## config.mk

```make
export PLATFORM = sky130hd
export DESIGN_NAME = simd_pipe_ctrl
export DESIGN_NICKNAME = d
export VERILOG_FILES = /design/src/rtl/simd_pipe_ctrl.sv
export SDC_FILE = /design/constraint.sdc
export NUM_CORES = 1
export LEC_CHECK = 0
export CORE_MARGIN = 2
export CORE_UTILIZATION = 50
export DETAILED_ROUTE_END_ITERATION = 7
export PLACE_DENSITY = 0.79
export SYNTH_ARGS = -nofsm -noshare
export SYNTH_HDL_FRONTEND = slang
export SYNTH_SLANG_ARGS = --single-unit
```

## constraint.sdc

```tcl
create_clock -name clk -period 3 [get_ports clk]
set_clock_uncertainty 0.15 [all_clocks]
set_input_delay 0.6 -clock clk [delete_from_list [all_inputs] [get_ports clk]]
set_output_delay 0.6 -clock clk [all_outputs]
set_load 0.05 [all_outputs]
```

## src/rtl/simd_pipe_ctrl.sv

```systemverilog
// rtl/simd_pipe_ctrl.sv - issue/LOAD/EXEC/STORE control pipeline for the SIMD datapath
module simd_pipe_ctrl #(
  parameter int ADDR_WIDTH     = 10,
  parameter int OP_SEL_WIDTH   = 3,
  parameter int ISSUE_INTERVAL = 2,
  parameter int EXEC_STAGES    = 1,
  parameter int HAZARD_CHECK   = 1,
  parameter int CNT_WIDTH      = 16
) (
  input  logic                    clk,
  input  logic                    rstn,
  input  logic                    in_valid,
  output logic                    in_ready,
  input  logic [ADDR_WIDTH-1:0]   in_a_addr,
  input  logic [ADDR_WIDTH-1:0]   in_b_addr,
  input  logic [ADDR_WIDTH-1:0]   in_r_addr,
  input  logic [OP_SEL_WIDTH-1:0] in_pe_op,
  input  logic [1:0]              in_dot_ctrl,
  input  logic                    in_wen,
  input  logic                    in_rsel,
  input  logic                    flush,
  output logic                    adv,
  output logic [ADDR_WIDTH-1:0]   bram_a_addr,
  output logic [ADDR_WIDTH-1:0]   bram_b_addr,
  output logic                    exec_valid,
  output logic [OP_SEL_WIDTH-1:0] exec_pe_op,
  output logic [1:0]              exec_dot_ctrl,
  output logic [ADDR_WIDTH-1:0]   bram_r_addr,
  output logic                    bram_r_wen,
  output logic                    r_select,
  output logic                    busy,
  output logic [CNT_WIDTH-1:0]    issue_cnt,
  output logic [CNT_WIDTH-1:0]    stall_cnt
);

  // Stage index 0 is LOAD, 1..EXEC_STAGES are EXEC, the last one is STORE.
  localparam int NS   = EXEC_STAGES + 2;
  localparam int ST   = NS - 1;
  localparam int PH_W = (ISSUE_INTERVAL > 1) ? $clog2(ISSUE_INTERVAL) : 1;
  localparam logic [PH_W-1:0] PH_LAST = PH_W'(ISSUE_INTERVAL - 1);

  logic [PH_W-1:0]         phase;
  logic [NS-1:0]           st_valid;
  logic [NS-1:0]           st_wen;
  logic [NS-1:0]           st_rsel;
  logic [ADDR_WIDTH-1:0]   st_r   [NS];
  // op/dot are only consumed up to the last EXEC stage, A/B only in LOAD.
  logic [OP_SEL_WIDTH-1:0] st_op  [EXEC_STAGES+1];
  logic [1:0]              st_dot [EXEC_STAGES+1];
  logic [ADDR_WIDTH-1:0]   ld_a;
  logic [ADDR_WIDTH-1:0]   ld_b;
  logic                    hit;
  logic                    hazard;
  logic                    take;

  // RAW match against every writing stage that survives this advance (STORE retires, so skip it)
  always_comb begin
    hit = 1'b0;
    for (int s = 0; s < ST; s++) begin
      if (st_valid[s] && st_wen[s] &&
          (st_r[s] == in_a_addr || st_r[s] == in_b_addr)) begin
        hit = 1'b1;
      end
    end
  end

  assign hazard   = (HAZARD_CHECK != 0) && in_valid && hit;
  // Gated by rstn so that adv is 0 while reset is held, even with a one-cycle interval.
  assign adv      = rstn && (phase == PH_LAST);
  assign in_ready = adv && !hazard;
  assign take     = in_valid && in_ready && !flush;

  // Phase counter: wraps at ISSUE_INTERVAL-1, restarted by flush
  always_ff @(posedge clk or negedge rstn) begin
    if (!rstn) begin
      phase <= '0;
    end else if (flush || adv) begin
      phase <= '0;
    end else begin
      phase <= phase + 1'b1;
    end
  end

  // Stage shift register: everything moves one place per advance, LOAD takes the input or a bubble
  always_ff @(posedge clk or negedge rstn) begin
    if (!rstn) begin
      st_valid <= '0;
      st_wen   <= '0;
      st_rsel  <= '0;
      ld_a     <= '0;
      ld_b     <= '0;
      for (int s = 0; s < NS; s++) st_r[s] <= '0;
      for (int s = 0; s <= EXEC_STAGES; s++) begin
        st_op[s]  <= '0;
        st_dot[s] <= '0;
      end
    end else if (flush) begin
      st_valid <= '0;
      st_wen   <= '0;
      st_rsel  <= '0;
      ld_a     <= '0;
      ld_b     <= '0;
      for (int s = 0; s < NS; s++) st_r[s] <= '0;
      for (int s = 0; s <= EXEC_STAGES; s++) begin
        st_op[s]  <= '0;
        st_dot[s] <= '0;
      end
    end else if (adv) begin
      st_valid <= {st_valid[NS-2:0], take};
      st_wen   <= {st_wen[NS-2:0], take && in_wen};
      st_rsel  <= {st_rsel[NS-2:0], take && in_rsel};
      ld_a     <= take ? in_a_addr : '0;
      ld_b     <= take ? in_b_addr : '0;
      for (int s = ST; s > 0; s--) st_r[s] <= st_r[s-1];
      st_r[0] <= take ? in_r_addr : '0;
      for (int s = EXEC_STAGES; s > 0; s--) begin
        st_op[s]  <= st_op[s-1];
        st_dot[s] <= st_dot[s-1];
      end
      st_op[0]  <= take ? in_pe_op : '0;
      st_dot[0] <= take ? in_dot_ctrl : '0;
    end
  end

  // Saturating issue and stall counters; a flushed handshake counts as neither
  always_ff @(posedge clk or negedge rstn) begin
    if (!rstn) begin
      issue_cnt <= '0;
      stall_cnt <= '0;
    end else begin
      if (take && (issue_cnt != '1)) issue_cnt <= issue_cnt + 1'b1;
      if (adv && hazard && !flush && (stall_cnt != '1)) stall_cnt <= stall_cnt + 1'b1;
    end
  end

  assign bram_a_addr   = ld_a;
  assign bram_b_addr   = ld_b;
  assign exec_valid    = st_valid[EXEC_STAGES];
  assign exec_pe_op    = st_valid[EXEC_STAGES] ? st_op[EXEC_STAGES] : '0;
  assign exec_dot_ctrl = st_valid[EXEC_STAGES] ? st_dot[EXEC_STAGES] : '0;
  assign bram_r_addr   = st_r[ST];
  assign bram_r_wen    = st_valid[ST] && st_wen[ST];
  assign r_select      = st_rsel[ST];
  assign busy          = |st_valid;

endmodule

```

==> impl_metrics.yaml <==
status:
  run_status: "finished with violations"
  violations: "negative setup slack"
pwr:
  p_total_uw: 2670
  power_density_nw_per_um2: 418
  ir_drop_mv: 0.216
  p_leak_uw: 0.00287
synth:
  synthMuxAreaShare_pct: 0.950
  synthFlopType: "dfrtp_1"
  synth_seq_cells: 102
  synth_fa_ha_area_share_pct: 0.528
  async_flop_share_pct: 100
  synth_area_um2: 4740
  netlist_instances: 449
  yosys-top-cells-area: "dfrtp_1 (54%), a22o_1 (6.8%), xor2_1 (6.5%)"
  synth-simple-area-share_pct: 17.6
  syn_area_per_cell_um2: 10.6
  synth-xor-area-share_pct: 12.7
  synth_top_family_by_area: "simple AND/OR/NAND/NOR gates"
  synth-compound-area-share_pct: 10.5
  synth_edf_count: 0
  syn_nets: 492
  synth_cell_type_count: 34
  yosysSeqAreaShare_pct: 53.8
  yosys.area.top_type: "dfrtp_1"
  post-synth-top-area-fraction_pct: 53.8
  yosysWarnings: 0
final_layout:
  area_growth_pct: 34.3
  fillerInstances: 678
  multi_input_area_um2: 2060
  postLayoutCoreUtil_pct: 68.9
  layout-drive-gt1-share_pct: 13.3
  nNetsFinal: 616
  antenna_cells: 0
  ff_latch_area_um2: 2560
grt:
  grt_pass1_vias: 3871
  antenna_found_initial: 0
  grt_max_degree: 69
  grt_pass1_wl_mm: 19.1
  grt_use_total_pct: 23.8
  grt.overflow.total: 0
critical_path:
  worstPathMaxFanout: 3
  worstPathRequired_ns: 2.25
  start_kind: "input port"
  path_class: "input port to output port"
  arrival_ns: 2.32
  crit_path_end_kind: "output port"
routing:
  drtPass1Iterations: 5
  drc: 0
  drt-total-wl_mm: 12.2
  num_vias: 3956
  routedWlPerCell_um: 17.2
  drtIter0Drc: 232
  ant_nets: 0
  viasPerCell: 5.60
die:
  num_rows: 35
  fp.dieW_um: 101
  core_region_area_um2: 9240
  die_area_um2: 10300
  start_util_pct: 51.3
  num_io_pins: 114
  die_h_um: 101
timing:
  max_freq_ghz: 0.326
  setup_viol: 1
  fin_ws_ns: -0.0680
  maxSlewHeadroom_pct: 45.7
  drv_slew: 0
  worstMarginPinSlew_ns: 0.815
  period_share_pct: 102
  layout_min_cycle_time_ns: 3.07
  rsz0062_at_grt: "true"
  final-hold-violation-count: 0
cts:
  ctsHoldBuffers: 0
  cts.path.max_buffers: 2
  cts_tree: "built"
  cts_buffers: 9
  insertion_delay_ns: 0.37
  cts.sinks: 102
  clk_pin_slew_ns: 0.10
  cts_max_level: 3
  cts-root-buf: "clkbuf_8"
place:
  io_buffer_count: 113
  gp_congestion: 0.940
  hpwl_mm: 8.55
worst_hold_path:
  hold_class: "input port to asynchronous set/reset pin"
flow_run:
  cap_violations: 0
-- final cells by class --
type | instances | share of cell area [%]
timing repair buffer | 146 | 22.1
clock inverter | 7 | 0.884
inverter | 2 | 0.118
multi-input combinational | 312 | 32.3
clock buffer | 9 | 1.94
tap | 129 | 2.53
sequential | 102 | 40.1
-- state kept, by name (all words and copies together), names as in the netlist, 4 cells and up --
register     count
bram_b_addr     10
bram_a_addr     10
stall_cnt       16
st_op            6
bram_r_addr     10
st_r            20
issue_cnt       16
st_dot           4
-- routing by layer --
layer	vias to the layer above	global-route usage, %	routed length (µm)
met5	-	0	0
met4	0	9.77	344
met3	33	3.80	747
met2	156	39.9	5950
met1	1969	30.9	5150
li1	1798	-	-
-- critical path: stages --
cell and delay, ns:
clkdlybuf4s50_1 0.58, xnor2_1 0.14, nand4_1 0.21, nor3_4 0.26, a21oi_2 0.06, and2_4 0.18, nor2_2 0.07, nor2_1 0.06
buf_6 0.16
-- stage by stage --
| stage | hold slack, ns | setup TNS, ns | cells | worst slack, ns | instance area (µm²) |
|---|---|---|---|---|---|
| final | 0.113 | -0.0680 | 707 | -0.0680 | 6370 |
| after global routing | 0.150 | -0.133 | 707 | -0.133 | 6370 |
| after CTS | 0.136 | 0 | 702 | 0.000276 | 6280 |
| after detailed placement | 0.277 | -4.70 | 683 | -0.350 | 6070 |
| after global placement | 0.258 | -2.04 | 683 | -0.281 | 6070 |
| after floorplan | 0.154 | 0 | 449 | 0.0623 | 4740 |
-- what timing repair did --
action | 4_1_cts | 5_1_grt
endpoints found under the setup margin | 1 | 1
endpoints found under the hold margin | 0 | 0
gates resized for setup | 16 | 15
cloned | 0 | 0
buffers inserted | 3 | 5
pin swaps | 6 | 10
-- power breakdown --
group,switching (µW),internal [µW],leakage [µW]
Sequential,39.5,1410,0.00141
Clock,503,312,0.0000842
Combinational,244,159,0.00138
-- cell usage in the layout, fill, tap and decap left out, drive strengths merged, types with 2 or more instances in the layout --
| cell type | netlist | routed |
|---|---|---|
| dlymetal6s2s | 0 | 6 |
| xnor2 | 33 | 33 |
| nor4 | 9 | 9 |
| ha | 2 | 2 |
| buf | 14 | 36 |
| clkbuf | 19 | 10 |
| and3 | 12 | 12 |
| nor3 | 11 | 11 |
| nor2 | 9 | 9 |
| nor4b | 2 | 2 |
| nand3 | 19 | 19 |
| or3 | 3 | 3 |
| nand4 | 10 | 10 |
| a22o | 37 | 37 |
| clkdlybuf4s50 | 0 | 97 |
| nand3b | 2 | 2 |
| clkinvlp | 0 | 3 |
| a21oi | 32 | 32 |
| xor2 | 35 | 35 |
| dfrtp | 102 | 102 |
| inv | 2 | 5 |
| and2 | 8 | 8 |
| mux2 | 4 | 4 |
| dlygate4sd2 | 0 | 5 |
| or4 | 3 | 3 |
| nand2 | 77 | 77 |
-- cells in the mapped netlist (2+ instances only) --
cell type  count
nor4_2         4
buf_4         10
nand2_1       77
nand3b_1       2
and2_1         7
mux2_1         2
buf_6          2
dfrtp_1      102
xor2_1        35
clkbuf_1      19
or4_1          2
or3_1          3
nand4_1       10
nor4_1         5
nor4b_1        2
xnor2_1       32
a22o_1        37
mux2_2         2
ha_1           2
nand3_1       19
a21oi_1       32
nor3_1        11
nor2_1         9
inv_1          2
and3_1        12
-- logic make-up after synthesis --
| kind of cell | Yosys count |
|---|---|
| multiplexers | 4 |
| adder cells (fa/ha/maj) | 2 |
| AND/OR/NAND/NOR | 167 |
| buffers and inverters | 35 |
| AO/OA/AOI/OAI | 71 |
| XOR/XNOR | 68 |
| flip-flops | 102 |
-- final timing paths --
path                                       from  slack (ns)                        to  cells after the start
max                                in_b_addr[2]       -0.07                  in_ready                      9
min                                        rstn        0.11  issue_cnt[2]$_DFFE_PN0P_                      2
max reg2reg                st_r[13]$_DFFE_PN0P_        0.17  stall_cnt[1]$_DFFE_PN0P_                      9
min reg2reg                     phase$_DFF_PN0_        0.30           phase$_DFF_PN0_                      1
max in group asynchronous                  rstn        1.36      st_r[21]$_DFFE_PN0P_                      3
min in group clk                phase$_DFF_PN0_        0.30           phase$_DFF_PN0_                      1
No activity file was read; power rests on OpenSTA's default activity.
